===== config.mk =====
export PLATFORM = sky130hd
export DESIGN_NAME = cdc_level_filter_flat
export DESIGN_NICKNAME = d
export VERILOG_FILES = /design/src/rtl/cdc_level_filter_if.sv /design/src/rtl/cdc_level_filter.sv /design/src/flat_wrapper.sv
export SDC_FILE = /design/constraint.sdc
export NUM_CORES = 1
export LEC_CHECK = 0
export ABC_AREA = 1
export ABC_CLOCK_PERIOD_IN_PS = 3900
export CORE_MARGIN = 5
export CORE_UTILIZATION = 50
export DETAILED_ROUTE_END_ITERATION = 10
export PLACE_DENSITY = 0.76
export RECOVER_POWER = 25
export SLEW_MARGIN = 25
export SYNTH_ARGS = -nofsm -noshare
export SYNTH_HDL_FRONTEND = slang
export SYNTH_SLANG_ARGS = --single-unit

===== constraint.sdc =====
create_clock -name clk -period 3.9 [get_ports clk]
set_input_delay 0.78 -clock clk [delete_from_list [all_inputs] [get_ports clk]]
set_output_delay 0.78 -clock clk [all_outputs]
set_load 0.005 [all_outputs]

===== src/rtl/cdc_level_filter_if.sv =====
// Signal bundle between the synchronizer-side logic and the level filter.
// The filter takes the slave view; whoever drives in_data takes the master view.
interface cdc_level_filter_if #(
    parameter int unsigned EVT_W = 16
);
    logic             in_data;
    logic             cnt_clr;
    logic             out_level;
    logic             out_rise;
    logic             out_fall;
    logic [EVT_W-1:0] evt_count;
    logic             evt_ovf;

    modport master (
        output in_data,
        output cnt_clr,
        input  out_level,
        input  out_rise,
        input  out_fall,
        input  evt_count,
        input  evt_ovf
    );

    modport slave (
        input  in_data,
        input  cnt_clr,
        output out_level,
        output out_rise,
        output out_fall,
        output evt_count,
        output evt_ovf
    );
endinterface


===== src/rtl/cdc_level_filter.sv =====
// Glitch filter behind a 2-FF synchronizer: a level change is passed on only
// after it has held for STABLE_CYCLES samples; emits edge pulses and an event count.
module cdc_level_filter #(
    parameter bit          POLARITY      = 1'b0,
    parameter int unsigned STABLE_CYCLES = 4,
    parameter int unsigned EVT_W         = 16
) (
    input logic               clk,
    input logic               rstn,
    cdc_level_filter_if.slave bus
);
    localparam int unsigned QW = $clog2(STABLE_CYCLES + 1);
    localparam logic [QW-1:0] Q_LAST = QW'(STABLE_CYCLES - 1);

    typedef enum logic {
        IDLE = 1'b0,
        QUAL = 1'b1
    } state_e;

    state_e           state_q, state_d;
    logic [QW-1:0]    q_q, q_d;
    logic             level_q, level_d;
    logic             rise_q, rise_d;
    logic             fall_q, fall_d;
    logic [EVT_W-1:0] cnt_q, cnt_d;
    logic             ovf_q, ovf_d;
    logic             differ;
    logic             accept;
    logic             event_hit;

    always_ff @(posedge clk or negedge rstn) begin
        if (!rstn) begin
            state_q <= IDLE;
            q_q     <= '0;
            level_q <= POLARITY;
            rise_q  <= 1'b0;
            fall_q  <= 1'b0;
            cnt_q   <= '0;
            ovf_q   <= 1'b0;
        end else begin
            state_q <= state_d;
            q_q     <= q_d;
            level_q <= level_d;
            rise_q  <= rise_d;
            fall_q  <= fall_d;
            cnt_q   <= cnt_d;
            ovf_q   <= ovf_d;
        end
    end

    // q counts differing samples seen so far; the STABLE_CYCLES-th one accepts
    always_comb begin
        state_d = state_q;
        q_d     = q_q;
        accept  = 1'b0;
        differ  = bus.in_data != level_q;
        unique case (state_q)
            IDLE: begin
                if (differ) begin
                    if (STABLE_CYCLES == 1) begin
                        accept = 1'b1;
                    end else begin
                        state_d = QUAL;
                        q_d     = QW'(1);
                    end
                end
            end
            QUAL: begin
                if (!differ) begin
                    state_d = IDLE;
                    q_d     = '0;
                end else if (q_q == Q_LAST) begin
                    accept  = 1'b1;
                    state_d = IDLE;
                    q_d     = '0;
                end else begin
                    q_d = q_q + QW'(1);
                end
            end
            default: begin
                state_d = IDLE;
                q_d     = '0;
            end
        endcase
    end

    always_comb begin
        level_d   = accept ? ~level_q : level_q;
        rise_d    = accept & ~level_q;
        fall_d    = accept & level_q;
        event_hit = accept & (level_d != POLARITY);
        cnt_d     = cnt_q;
        ovf_d     = ovf_q;
        // a clear landing on an event still records that event
        if (bus.cnt_clr) begin
            cnt_d = EVT_W'(event_hit);
            ovf_d = 1'b0;
        end else if (event_hit) begin
            if (&cnt_q) begin
                ovf_d = 1'b1;
            end else begin
                cnt_d = cnt_q + EVT_W'(1);
            end
        end
    end

    assign bus.out_level = level_q;
    assign bus.out_rise  = rise_q;
    assign bus.out_fall  = fall_q;
    assign bus.evt_count = cnt_q;
    assign bus.evt_ovf   = ovf_q;
endmodule


===== src/flat_wrapper.sv =====
// flat-port wrapper written by rule: the top's interface ports become plain ports
module cdc_level_filter_flat 
#(
    parameter bit          POLARITY      = 1'b0,
    parameter int unsigned STABLE_CYCLES = 4,
    parameter int unsigned EVT_W         = 16
)
  (clk, rstn, bus_in_data, bus_cnt_clr, bus_out_level, bus_out_rise, bus_out_fall, bus_evt_count, bus_evt_ovf);
  cdc_level_filter_if #(.EVT_W(EVT_W)) bus_i ();
  input logic clk;
  input logic rstn;
  input wire logic [$bits(bus_i.in_data)-1:0] bus_in_data;
  input wire logic [$bits(bus_i.cnt_clr)-1:0] bus_cnt_clr;
  output wire logic [$bits(bus_i.out_level)-1:0] bus_out_level;
  output wire logic [$bits(bus_i.out_rise)-1:0] bus_out_rise;
  output wire logic [$bits(bus_i.out_fall)-1:0] bus_out_fall;
  output wire logic [$bits(bus_i.evt_count)-1:0] bus_evt_count;
  output wire logic [$bits(bus_i.evt_ovf)-1:0] bus_evt_ovf;
  assign bus_i.in_data = bus_in_data;
  assign bus_i.cnt_clr = bus_cnt_clr;
  assign bus_out_level = bus_i.out_level;
  assign bus_out_rise = bus_i.out_rise;
  assign bus_out_fall = bus_i.out_fall;
  assign bus_evt_count = bus_i.evt_count;
  assign bus_evt_ovf = bus_i.evt_ovf;
  cdc_level_filter #(.POLARITY(POLARITY), .STABLE_CYCLES(STABLE_CYCLES), .EVT_W(EVT_W)) u_core (.clk(clk), .rstn(rstn), .bus(bus_i));
endmodule

==> out/metrics.yaml <==
global_routing:
  grt_pass1_wl_mm: 5.62
  use_met2: 0.286
  busiest_layer: "met2"
  first_global_vias: 1330
  antenna_found_initial: 0
  overflow: 0
  use_met3: 0.0228
  met1_usage: 0.209
  grt_max_degree: 25
  grt.total_usage: 0.165
outcome:
  status: "complete, no violations"
routing:
  first_iter_violations: 64
  drc: 0
  ant_nets: 0
  wl_per_cell_um: 13.1
  vias: 1297
  drt-vias-per-instance: 5.45
  drt-pass1-iter-count: 4
  wirelength_mm: 3.12
final_layout:
  fin_area_sq_um: 1710
  multi_input_area_sq_um: 744
  layout.area.seq_sq_um: 601
  diodes: 0
  syn2layout_area_growth_pct: 17.5
  nFillCells: 240
  instances_no_fill: 238
  nets: 216
  drive_above_1_share: 0.111
timing:
  period_share: 0.607
  period_needed_ns: 2.37
  setup_viol: 0
  finalHoldViolations: 0
  worstMarginPinSlew_ns: 1.31
  max_freq_mhz: 423
  drv_slew: 0
  rsz0062_at_grt: "false"
  hold-worst-slack_ns: 0.550
  finalClockSkew_ns: 0.00962
  max_slew_margin: 0.125
  fin_tns_setup_ns: 0
cts:
  htreeDepth: 1
  clk_latency_ns: 0.32
  clockBufferDepth: 2
  ctsResizeCount: 0
  cts.sinks: 24
  clk_pin_slew_ns: 0.14
  hold_buffers: 0
  clockRootBuffer: "clkbuf_4"
  cts_buffers: 3
  cts_tree: "done"
  cts_setup_buffers: 0
floorplan:
  core_sq_um: 2780
  io_pins: 24
  start_util: 0.524
  die-area_sq_um: 4090
  core.rowCount: 19
  die_h_um: 64.0
  die_w_um: 64.0
synth:
  post_synth.cell_area_avg_sq_um: 7.96
  synth_flop_cell: "dfrtp_1"
  syn-cell-area_sq_um: 1460
  synth_most_common_cell: "nand2_1"
  yosys.area.top_type_share: 0.412
  synth_area_leaders: "dfrtp_1 (41%), nand2_1 (13%), nand3_1 (5.5%)"
  seq_area_frac_synth: 0.412
  synth_top_area_cell: "dfrtp_1"
  synth_cell_types: 24
  syn-num-nets: 191
  netlist_instances: 183
  yosys_register_bits: 24
  async_flop_share: 1.00
  synth_edf_count: 0
  synth_common_cells: "nand2_1 (50), dfrtp_1 (24), inv_1 (18), nor2_1 (18), nand3_1 (16)"
  yosys_warnings: 0
critical_path:
  arrival_ns: 2.62
  crit_chain: "clkdlybuf4s50_1, xnor2_1, nor2_1, ha_1, inv_1, o21bai_1, nand3_1, nand2_1"
  cp_slowest_cell: "o21bai_1"
  r2r-start: "u_core.q_q[0]$_DFFE_PN0P_"
  end_kind: "flop"
  critPathKind: "primary input to flop"
  worst_setup_path_start_kind: "primary input"
  cp_max_fo: 8
  reg2reg_depth: 8
  worst_path_largest_cell_delay_ns: 0.49
  cp_data_required_time_ns: 4.16
  crit_path_end: "u_core.bus.evt_count[6]$_DFFE_PN0P_"
  crit-reg2reg-capture: "u_core.bus.evt_count[6]$_DFFE_PN0P_"
  startpoint: "bus_in_data"
  r2r_slack_ns: 1.91
hold_path:
  min_path_type: "flop to flop"
run:
  cap_viol_max_count: 0
power_and_ir_drop:
  leakagePower_nw: 0.737
  ir_drop_v: 0.000379
  p_per_area_nw_per_um2: 325
placement:
  place_congestion: 0.851
  post_dp_cell_area_sq_um: 1680
  dp_hpwl_mm: 2.34
  dp.cells: 234
  io_buffers: 23
worst min path at each step:
stage / startpoint / end / slack [ns] / cells past startpoint
floorplan: rstn / u_core.bus.evt_count[0]$_DFFE_PN0P_ / 0.48 / 0
global placement: u_core.q_q[1]$_DFFE_PN0P_ / u_core.q_q[1]$_DFFE_PN0P_ / 0.51 / 2
detailed placement: u_core.bus.evt_ovf$_DFFE_PN0P_ / u_core.bus.evt_ovf$_DFFE_PN0P_ / 0.53 / 2
CTS: rstn / u_core.bus.evt_count[10]$_DFFE_PN0P_ / 0.45 / 1
global route: u_core.bus.evt_ovf$_DFFE_PN0P_ / u_core.bus.evt_ovf$_DFFE_PN0P_ / 0.60 / 2
finish: u_core.bus.evt_ovf$_DFFE_PN0P_ / u_core.bus.evt_ovf$_DFFE_PN0P_ / 0.55 / 2
area by class of cell:
cell class / count / share of cell area
inverter: 18 / 0.0395
tap: 31 / 0.0227
clock buffer: 4 / 0.0212
sequential: 24 / 0.351
timing repair buffer: 23 / 0.131
multi-input combinational: 138 / 0.435
logic make-up after synthesis:
logic type	Yosys count	share of synthesized area
xor gates and xnor gates	2	0.0120
adders and majority gates	4	0.0344
DFF	24	0.412
AOI/OAI and AO/OA	33	0.143
and+or+nand+nor	99	0.321
buffers and inverters	21	0.0765
placed cells by master, fill, tap and decap left out, drive strengths merged, types with 2 or more instances in the layout:
master	n
dfrtp	24
a21oi	8
nand3	16
clkdlybuf4s50	22
nand2	57
o21ai	20
inv	18
o21bai	2
ha	4
clkbuf	5
nand4	3
nor2	21
per-layer routing:
metal	vias to the layer above	wire length (um)
met1	598	1320
li1	645	-
met2	50	1610
met3	4	168
met4	0	28
met5	-	0
sequential cells by signal (all words and copies together), names as in the netlist:
name / cells
u_core.bus.evt_count: 16
u_core.q_q: 3
u_core.bus.evt_ovf: 1
u_core.bus.out_fall: 1
u_core.bus.out_level: 1
u_core.bus.out_rise: 1
u_core.state_q: 1
worst max-delay path, delay by kind of cell:
kind                     cells  cell delay, ns
XOR/XNOR                     1            0.16
AND/OR/NAND/NOR              3            0.43
buffers and inverters        2            0.54
AO/OA/AOI/OAI                1            0.49
adder cells (fa/ha/maj)      1            0.22
per-stage QoR:
stage	setup slack [ns]	power (mW)	util
after floorplan	1.88	0.381	-
after global placement	1.36	0.415	0.605
after detailed placement	1.20	0.427	0.603
after CTS	1.54	0.560	0.616
after global routing	1.38	0.594	0.615
final	1.53	0.556	0.615
where the power goes:
group          internal, mW  total (mW)  switching (mW)
registers             0.273       0.298          0.0258
clock network        0.0570       0.133          0.0758
logic                0.0529       0.125          0.0722
No activity file was read; power rests on OpenSTA's default activity.
